--- config.mk ---
export PLATFORM = sky130hd
export DESIGN_NAME = phase_sample_fetch
export DESIGN_NICKNAME = d
export VERILOG_FILES = /design/src/rtl/phase_sample_fetch.sv
export SDC_FILE = /design/constraint.sdc
export NUM_CORES = 1
export LEC_CHECK = 0
export CORE_MARGIN = 2
export CORE_UTILIZATION = 25
export CTS_CLUSTER_SIZE = 12
export DETAILED_ROUTE_END_ITERATION = 16
export PLACE_DENSITY = 0.42
export SLEW_MARGIN = 15
export SYNTH_ARGS = -nofsm -noshare
export SYNTH_HDL_FRONTEND = slang
export SYNTH_SLANG_ARGS = --single-unit
--- constraint.sdc ---
create_clock -name i_clk -period 7.1 [get_ports i_clk]
set_input_delay 1.065 -clock i_clk [delete_from_list [all_inputs] [get_ports i_clk]]
set_output_delay 1.065 -clock i_clk [all_outputs]
set_load 0.02 [all_outputs]
--- src/rtl/phase_sample_fetch.sv ---
`default_nettype none
// ============================================================================
//  Module   : phase_sample_fetch
//  Purpose  : Upstream feeder for the wavetable linear interpolator.
//             Keeps an ADDR_W.PRECISION phase accumulator stepped by a tuning
//             word. For each output sample it reads the two adjacent table
//             entries (idx, idx+1) from a synchronous-read RAM. It then
//             presents them together with the fractional phase under a
//             valid/ready handshake.
//  Revision : 1.0  initial release
// ----------------------------------------------------------------------------
//  Parameters
//    WIDTH      signed sample width
//    PRECISION  fractional phase bits (width of o_ctrl)
//    ADDR_W     table index bits, table depth = 2**ADDR_W
//  Ports
//    i_clk          clock, rising edge
//    i_rst_n        asynchronous reset, active low
//    i_en           start a new fetch when idle
//    i_tuning       phase increment per produced sample
//    i_phase_load   synchronous phase load (highest priority, aborts fetch)
//    i_phase_init   value loaded on i_phase_load
//    o_rd_en        table read strobe
//    o_rd_addr      table read address (forced to 0 when o_rd_en is low)
//    i_rd_data      table data, valid one cycle after o_rd_en
//    o_low_signed   sample at idx
//    o_high_signed  sample at idx+1 (wraps to entry 0)
//    o_ctrl         fractional phase used for interpolation
//    o_valid        output triple valid
//    i_ready        downstream accepts when o_valid & i_ready
//  Build option
//    SIGGEN_FRAC_ZERO_SKIP_EN : when the fractional phase is zero, the
//      second read is skipped. Both samples then take the idx entry, which
//      cuts latency from 3 to 2 cycles.
// ============================================================================
module phase_sample_fetch #(
    parameter int WIDTH     = 8,
    parameter int PRECISION = 16,
    parameter int ADDR_W    = 8
) (
    input  logic                          i_clk,
    input  logic                          i_rst_n,
    input  logic                          i_en,
    input  logic [ADDR_W+PRECISION-1:0]   i_tuning,
    input  logic                          i_phase_load,
    input  logic [ADDR_W+PRECISION-1:0]   i_phase_init,
    output logic                          o_rd_en,
    output logic [ADDR_W-1:0]             o_rd_addr,
    input  logic signed [WIDTH-1:0]       i_rd_data,
    output logic signed [WIDTH-1:0]       o_low_signed,
    output logic signed [WIDTH-1:0]       o_high_signed,
    output logic [PRECISION-1:0]          o_ctrl,
    output logic                          o_valid,
    input  logic                          i_ready
);

    localparam int PHASE_W = ADDR_W + PRECISION;

    typedef enum logic [1:0] {
        S_IDLE  = 2'd0,   // waiting for i_en, issues the idx read on start
        S_RD_HI = 2'd1,   // idx data returns, issues the idx+1 read
        S_CAP   = 2'd2,   // idx+1 data returns, triple becomes valid
        S_HOLD  = 2'd3    // triple held until the downstream accepts it
    } state_t;

    state_t                    state_q, state_d;
    logic [PHASE_W-1:0]        phase_q, phase_d;
    logic [ADDR_W-1:0]         idx_q,   idx_d;
    logic [PRECISION-1:0]      frac_q,  frac_d;
    logic signed [WIDTH-1:0]   low_q,   low_d;
    logic signed [WIDTH-1:0]   high_q,  high_d;
    logic [PRECISION-1:0]      ctrl_q,  ctrl_d;
    logic                      valid_q, valid_d;

    logic                      w_rd_en;
    logic [ADDR_W-1:0]         w_rd_addr;
    logic                      w_skip;

    // A zero fractional phase makes the idx+1 sample irrelevant to the
    // interpolator, so the second read can be dropped when the option is on.
`ifdef SIGGEN_FRAC_ZERO_SKIP_EN
    assign w_skip = (frac_q == '0);
`else
    assign w_skip = 1'b0;
`endif

    // ------------------------------------------------------------------
    // Next-state and read-port logic
    // ------------------------------------------------------------------
    always_comb begin
        state_d   = state_q;
        phase_d   = phase_q;
        idx_d     = idx_q;
        frac_d    = frac_q;
        low_d     = low_q;
        high_d    = high_q;
        ctrl_d    = ctrl_q;
        valid_d   = valid_q;
        w_rd_en   = 1'b0;
        w_rd_addr = '0;

        if (i_phase_load) begin
            // The load overrides everything. The in-flight fetch is dropped
            // and no reads are issued. The data outputs keep whatever they
            // last held, and a pending tuning add is discarded.
            phase_d = i_phase_init;
            valid_d = 1'b0;
            state_d = S_IDLE;
        end else begin
            case (state_q)
                S_IDLE: begin
                    if (i_en) begin
                        // Snapshot the phase so the pair and its fraction
                        // stay consistent for the whole fetch.
                        idx_d     = phase_q[PHASE_W-1:PRECISION];
                        frac_d    = phase_q[PRECISION-1:0];
                        w_rd_en   = 1'b1;
                        w_rd_addr = phase_q[PHASE_W-1:PRECISION];
                        state_d   = S_RD_HI;
                    end
                end

                S_RD_HI: begin
                    low_d = i_rd_data;
                    if (w_skip) begin
                        high_d  = i_rd_data;
                        ctrl_d  = '0;
                        valid_d = 1'b1;
                        phase_d = phase_q + i_tuning;
                        state_d = S_HOLD;
                    end else begin
                        w_rd_en   = 1'b1;
                        // Natural ADDR_W overflow makes the last entry
                        // pair with entry 0.
                        w_rd_addr = idx_q + ADDR_W'(1);
                        state_d   = S_CAP;
                    end
                end

                S_CAP: begin
                    high_d  = i_rd_data;
                    ctrl_d  = frac_q;
                    valid_d = 1'b1;
                    // The phase steps here, once per produced sample. It
                    // never steps while the output is stalled in S_HOLD.
                    phase_d = phase_q + i_tuning;
                    state_d = S_HOLD;
                end

                S_HOLD: begin
                    if (valid_q && i_ready) begin
                        valid_d = 1'b0;
                        state_d = S_IDLE;
                    end
                end

                default: begin
                    state_d = S_IDLE;
                end
            endcase
        end
    end

    // ------------------------------------------------------------------
    // State register
    // ------------------------------------------------------------------
    always_ff @(posedge i_clk or negedge i_rst_n) begin
        if (!i_rst_n) begin
            state_q <= S_IDLE;
            phase_q <= '0;
            idx_q   <= '0;
            frac_q  <= '0;
            low_q   <= '0;
            high_q  <= '0;
            ctrl_q  <= '0;
            valid_q <= 1'b0;
        end else begin
            state_q <= state_d;
            phase_q <= phase_d;
            idx_q   <= idx_d;
            frac_q  <= frac_d;
            low_q   <= low_d;
            high_q  <= high_d;
            ctrl_q  <= ctrl_d;
            valid_q <= valid_d;
        end
    end

    // ------------------------------------------------------------------
    // Outputs
    // ------------------------------------------------------------------
    // The read strobe is combinational from i_en in S_IDLE. Qualifying it
    // with the reset input keeps every output at zero while reset is held,
    // even if i_en is driven high during reset.
    assign o_rd_en       = w_rd_en & i_rst_n;
    assign o_rd_addr     = w_rd_addr & {ADDR_W{i_rst_n}};
    assign o_low_signed  = low_q;
    assign o_high_signed = high_q;
    assign o_ctrl        = ctrl_q;
    assign o_valid       = valid_q;

endmodule
`default_nettype wire
; Word level (Yosys, flattened, before mapping)
; Cells that the tools add are included.
; Widths: inputs -> output; s select.
[totals]
register_bits = 83
inputBits = 61
output_inout_bits = 42
word_cells = 42
[op_classes]
add_sub_neg = 2
n_eq_ne = 5
muxes = 15
bitwise = 3
n_reduce_logical = 9
[ops]
columns = op, count
row1 = $mux 24, 2
row2 = $add 24x24->24, 1
row3 = $mux 8, 2
row4 = $pmux 8 s2, 1
row5 = $add 8x1->8 const B, 1
row6 = $and 8x8->8, 1
row7 = $pmux 2 s4, 1
row8 = $reduce_and 2->1, 4
row9 = $mux 2, 3
row10 = $ne 3x3->1 const B, 2
row11 = $eq 2x2->1 const B, 2
row12 = $mux 1, 4
row13 = $pmux 1 s2, 2
row14 = $reduce_and 3->1, 1
row15 = $reduce_bool 3->1, 1
row16 = $eq 2x1->1 const B, 1
row17 = $logic_not 2->1, 1
row18 = $reduce_bool 2->1, 1
row19 = $and 1x1->1, 1
row20 = $logic_and 1x1->1, 1
row21 = $not 1->1, 1

; Depth between registers and ports, before layout
[depth]
word_depth = 4
ltp_mapped = 11
ltp_nobuf = 11

; Worst setup path after synthesis
; Ideal clock, no wire load.
[synth_path]
kind = input to register
from = input port i_tuning[8]
to = register phase_q[19]
setup_ps = 133
arrival_ps = 2902
t_required_ps = 6967
slack_ps = 4065
path_stages = 9
n_path_buf = 0
cell_sequence = ha_1 > and4_4 > a41o_1 > a31oi_2 > o211ai_2 > or2_4 > a311o_1 > xnor2_1 > o21ai_1
[synth_via]
elab_chain_len = 3
[synth_lines]
columns = element, line_no
row1 = "start, declared", 44  ; input logic [ADDR_W+PRECISION-1:0] i_tuning,
row2 = $add 24x24->24, 146  ; phase_d = phase_q + i_tuning;
row3 = $mux 24, 110  ; case (state_q)
row4 = $mux 24, 102  ; if (i_phase_load) begin
row5 = "end signal, assigned", 179  ; phase_q <= phase_d;
row6 = "end, declared", 67  ; logic [PHASE_W-1:0] phase_q, phase_d;
; Every way passes these cells. The select of a mux whose other input is x is not followed.
; A chain may end at the register's enable or synchronous reset.

; Worst setup path after layout
[layout_path]
from = input port i_phase_load
to = output port o_rd_addr[3]
[layout_via]
elab_chain_len = 2
[layout_lines]
columns = element, line_no
row1 = "start, declared", 45  ; input logic i_phase_load,
row2 = $mux 8, 102
row3 = $and 8x8->8, 196  ; assign o_rd_addr = w_rd_addr & {ADDR_W{i_rst_n}};
row4 = "end, declared", 48  ; output logic [ADDR_W-1:0] o_rd_addr,
; Every way passes these cells.

==> impl_metrics.toml <==
[power]
power_switching_uw = 871
ir_worst_vdd_mv = 0.106
p_int_uw = 1510
combPwrFrac_pct = 45.8
swShare_pct = 36.6
p_per_area_nw_per_um2 = 368
seqPwrFrac_pct = 33.8
p_clk_share_pct = 20.4
power.leakage_uw = 0.00270

[layout]
final_core_util_pct = 33.5
layout-drive-gt1-share_pct = 16.1
n_antenna_cell = 0
final_net_count = 650
num-fill-cells = 2041
synthToLayoutAreaGrowth_pct = 32.9
multi_input_comb_area_um2 = 2650
seq_area_um2 = 2080

[floorplan]
die_h_um = 143
start_util_pct = 25.2
core_area_um2 = 19300
io_pins = 103
fp.dieArea_um2 = 20600
row_count = 51
die_w_um = 143

[sta]
fin_crit_sh_pct = 57.9
hold_viol_final = 0
fin_skew_ns = 0.00755
tightest_slew_ns = 1.02
fin_crit_ns = 4.11
final_max_slew_viol_count = 0
setup_violations = 0
relSlewSlack_pct = 31.8
fmax_mhz = 243
rsz0062_at_grt = "false"
fin_setup_tns_ns = 0

[synthesis]
synth_top_area_share_pct = 42.7
ys_seq_elements = 83
ys.flop_type = "dfrtp_1"
synth.yosys.seq_area_share_pct = 42.7
synth_edf_count = 0
synth_async_sr_flop_share_pct = 100
synth_top_cells_by_count = "dfrtp_1, mux2_2, a21oi_1, ha_1, nor2_1"
syn-num-nets = 555
synthCells = 464
synth_warnings = 0
synth_area_leaders = "dfrtp_1, mux2_2, ha_1"
synth_area_leader_cell = "dfrtp_1"
synth.most_common_cell = "dfrtp_1"
syn_area_um2 = 4860
syn_avg_cell_area_um2 = 10.5
ys_types = 56

[place]
gp_congestion = 0.768
port_buffers = 102
dpl.hpwl_mm = 9.45

[global_routing]
gr-total-overflow = 0
antenna_found_initial = 0
grt_pass1_vias = 3984
grt_max_degree = 51
grt_usage_pct = 13.2
grt_pass1_wl_mm = 21.0

[clock_network]
cts-root-buf = "clkbuf_16"
cts_sinks = 83
cts_setup_buffers = 0
cts_buffers = 9
insertion_delay_ns = 0.35
clockBufferDepth = 2
cts_hold_buf = 0
post_cts_resized = 0
clkSlewWorstSetupHoldPaths_ns = 0.06
htree_levels = 3
cts_tree = "built"

[setup_path]
worstPathArrival_ns = 3.05
endpoint_kind = "primary output"
worstPathRequired_ns = 6.03
criticalPathCategory = "in -> out"
crit_path_max_fanout = 50
ff2ff_path_depth = 9
cp-start-kind = "input port"

[route]
vias_per_cell = 4.57
wirelength_mm = 13.0
drc_errors = 0
firstDrtPassIters = 4
postRouteAntennaNets = 0
wl_per_cell_um = 15.6
drt_iter0_markers = 180
via_count = 3790

[min_path]
holdPathStages = 2
min_path_type = "reg -> reg"

[run]
cap_violations = 0

[status]
outcome = "completed"
==> final cells by class <==
type                            count  share of cell area (%)
Timing Repair Buffer              106                    16.2
Multi-Input combinational cell    345                    41.1
Clock inverter                      7                    1.14
Tap cell                          265                    5.13
Inverter                           14                   0.813
Sequential cell                    83                    32.1
Clock buffer                        9                    3.49
==> power by group through the flow <==
stage          clock [uW]  combinational [uW]  sequential [uW]
3_3_place_gp            0                1090              808
4_1_cts               504                1100              806
6_report              485                1090              803
2_1_floorplan           0                 614              893
5_1_grt               528                1200              834
3_5_place_dp            0                1100              815
==> kinds of logic (layout without fill, tap and decap cells) <==
kind of cell,Yosys count,in the layout,synth area share (%)
buffers and inverters,36,136,2.80
and+or+nand+nor,110,110,11.9
AOI/OAI and AO/OA,120,120,16.2
xor gates and xnor gates,16,16,2.88
DFF,83,83,42.7
muxes,69,69,15.7
adders and majority gates,30,30,7.87
==> state kept, by name, indices dropped and copies added (netlist names) <==
register	count
o_valid	1
o_high_signed	8
o_ctrl	16
phase_q	24
o_low_signed	8
frac_q	16
idx_q	8
state_q	2
==> per-stage QoR <==
step | area (um2) | setup WS (ns) | power [uW] | hold slack (ns) | instances
after floorplan | 4860 | 4.07 | 1510 | 0.446 | 464
after global placement | 6160 | 2.98 | 1900 | 0.474 | 813
after detailed placement | 6160 | 2.94 | 1910 | 0.476 | 813
after CTS | 6460 | 2.94 | 2410 | 0.491 | 829
after global routing | 6460 | 2.74 | 2560 | 0.515 | 829
final | 6460 | 2.99 | 2380 | 0.486 | 829
==> cell usage in the layout (no fill, tap or decap), drive strengths merged, types with 2 or more instances in the layout <==
| cell | instances |
|---|---|
| or2 | 3 |
| a22oi | 14 |
| clkdlybuf4s50 | 101 |
| xor2 | 4 |
| a211oi | 4 |
| o21ai | 29 |
| nand2 | 21 |
| nor3b | 5 |
| ha | 29 |
| and4 | 2 |
| inv | 16 |
| nand2b | 3 |
| o31a | 3 |
| nor3 | 10 |
| clkbuf | 9 |
| o31ai | 2 |
| and3 | 4 |
| buf | 5 |
| xnor2 | 12 |
| nor2b | 13 |
| o211ai | 6 |
| mux2 | 57 |
| o21bai | 2 |
| a21oi | 29 |
| nand4 | 2 |
| a21o | 12 |
| and2 | 4 |
| dfrtp | 83 |
| a21boi | 3 |
| a31oi | 2 |
| nand3 | 11 |
| o21a | 7 |
| mux2i | 12 |
| nor2 | 26 |
| clkinv | 3 |
| nand3b | 4 |
==> path summary, 6_finish.rpt <==
| check | from | endpoint | slack (ns) |
|---|---|---|---|
| worst max register to register | phase_q[8] | phase_q[19] | 4.50 |
| max in group asynchronous | i_rst_n | phase_q[3] | 5.38 |
| worst min-delay path | frac_q[1] | frac_q[1] | 0.49 |
| worst max-delay path | i_phase_load | o_rd_addr[3] | 2.99 |
| worst min register to register | frac_q[1] | frac_q[1] | 0.49 |
| min in group asynchronous | i_rst_n | o_ctrl[6] | 0.66 |
==> worst max-delay path, stage by stage <==
cell,delay [ns]
clkdlybuf4s50_1,0.46
buf_4,0.43
nor2b_1,0.12
o21ai_1,0.31
nor2_1,0.10
clkdlybuf4s50_1,0.56
==> layer usage <==
metal / GRT usage (%) / wire [um]
met2: 21.1 / 6070
met5: 0 / 0
met4: 4.02 / 138
met3: 2.80 / 419
met1: 18.0 / 6340
Power figures use the tool's default switching activity.
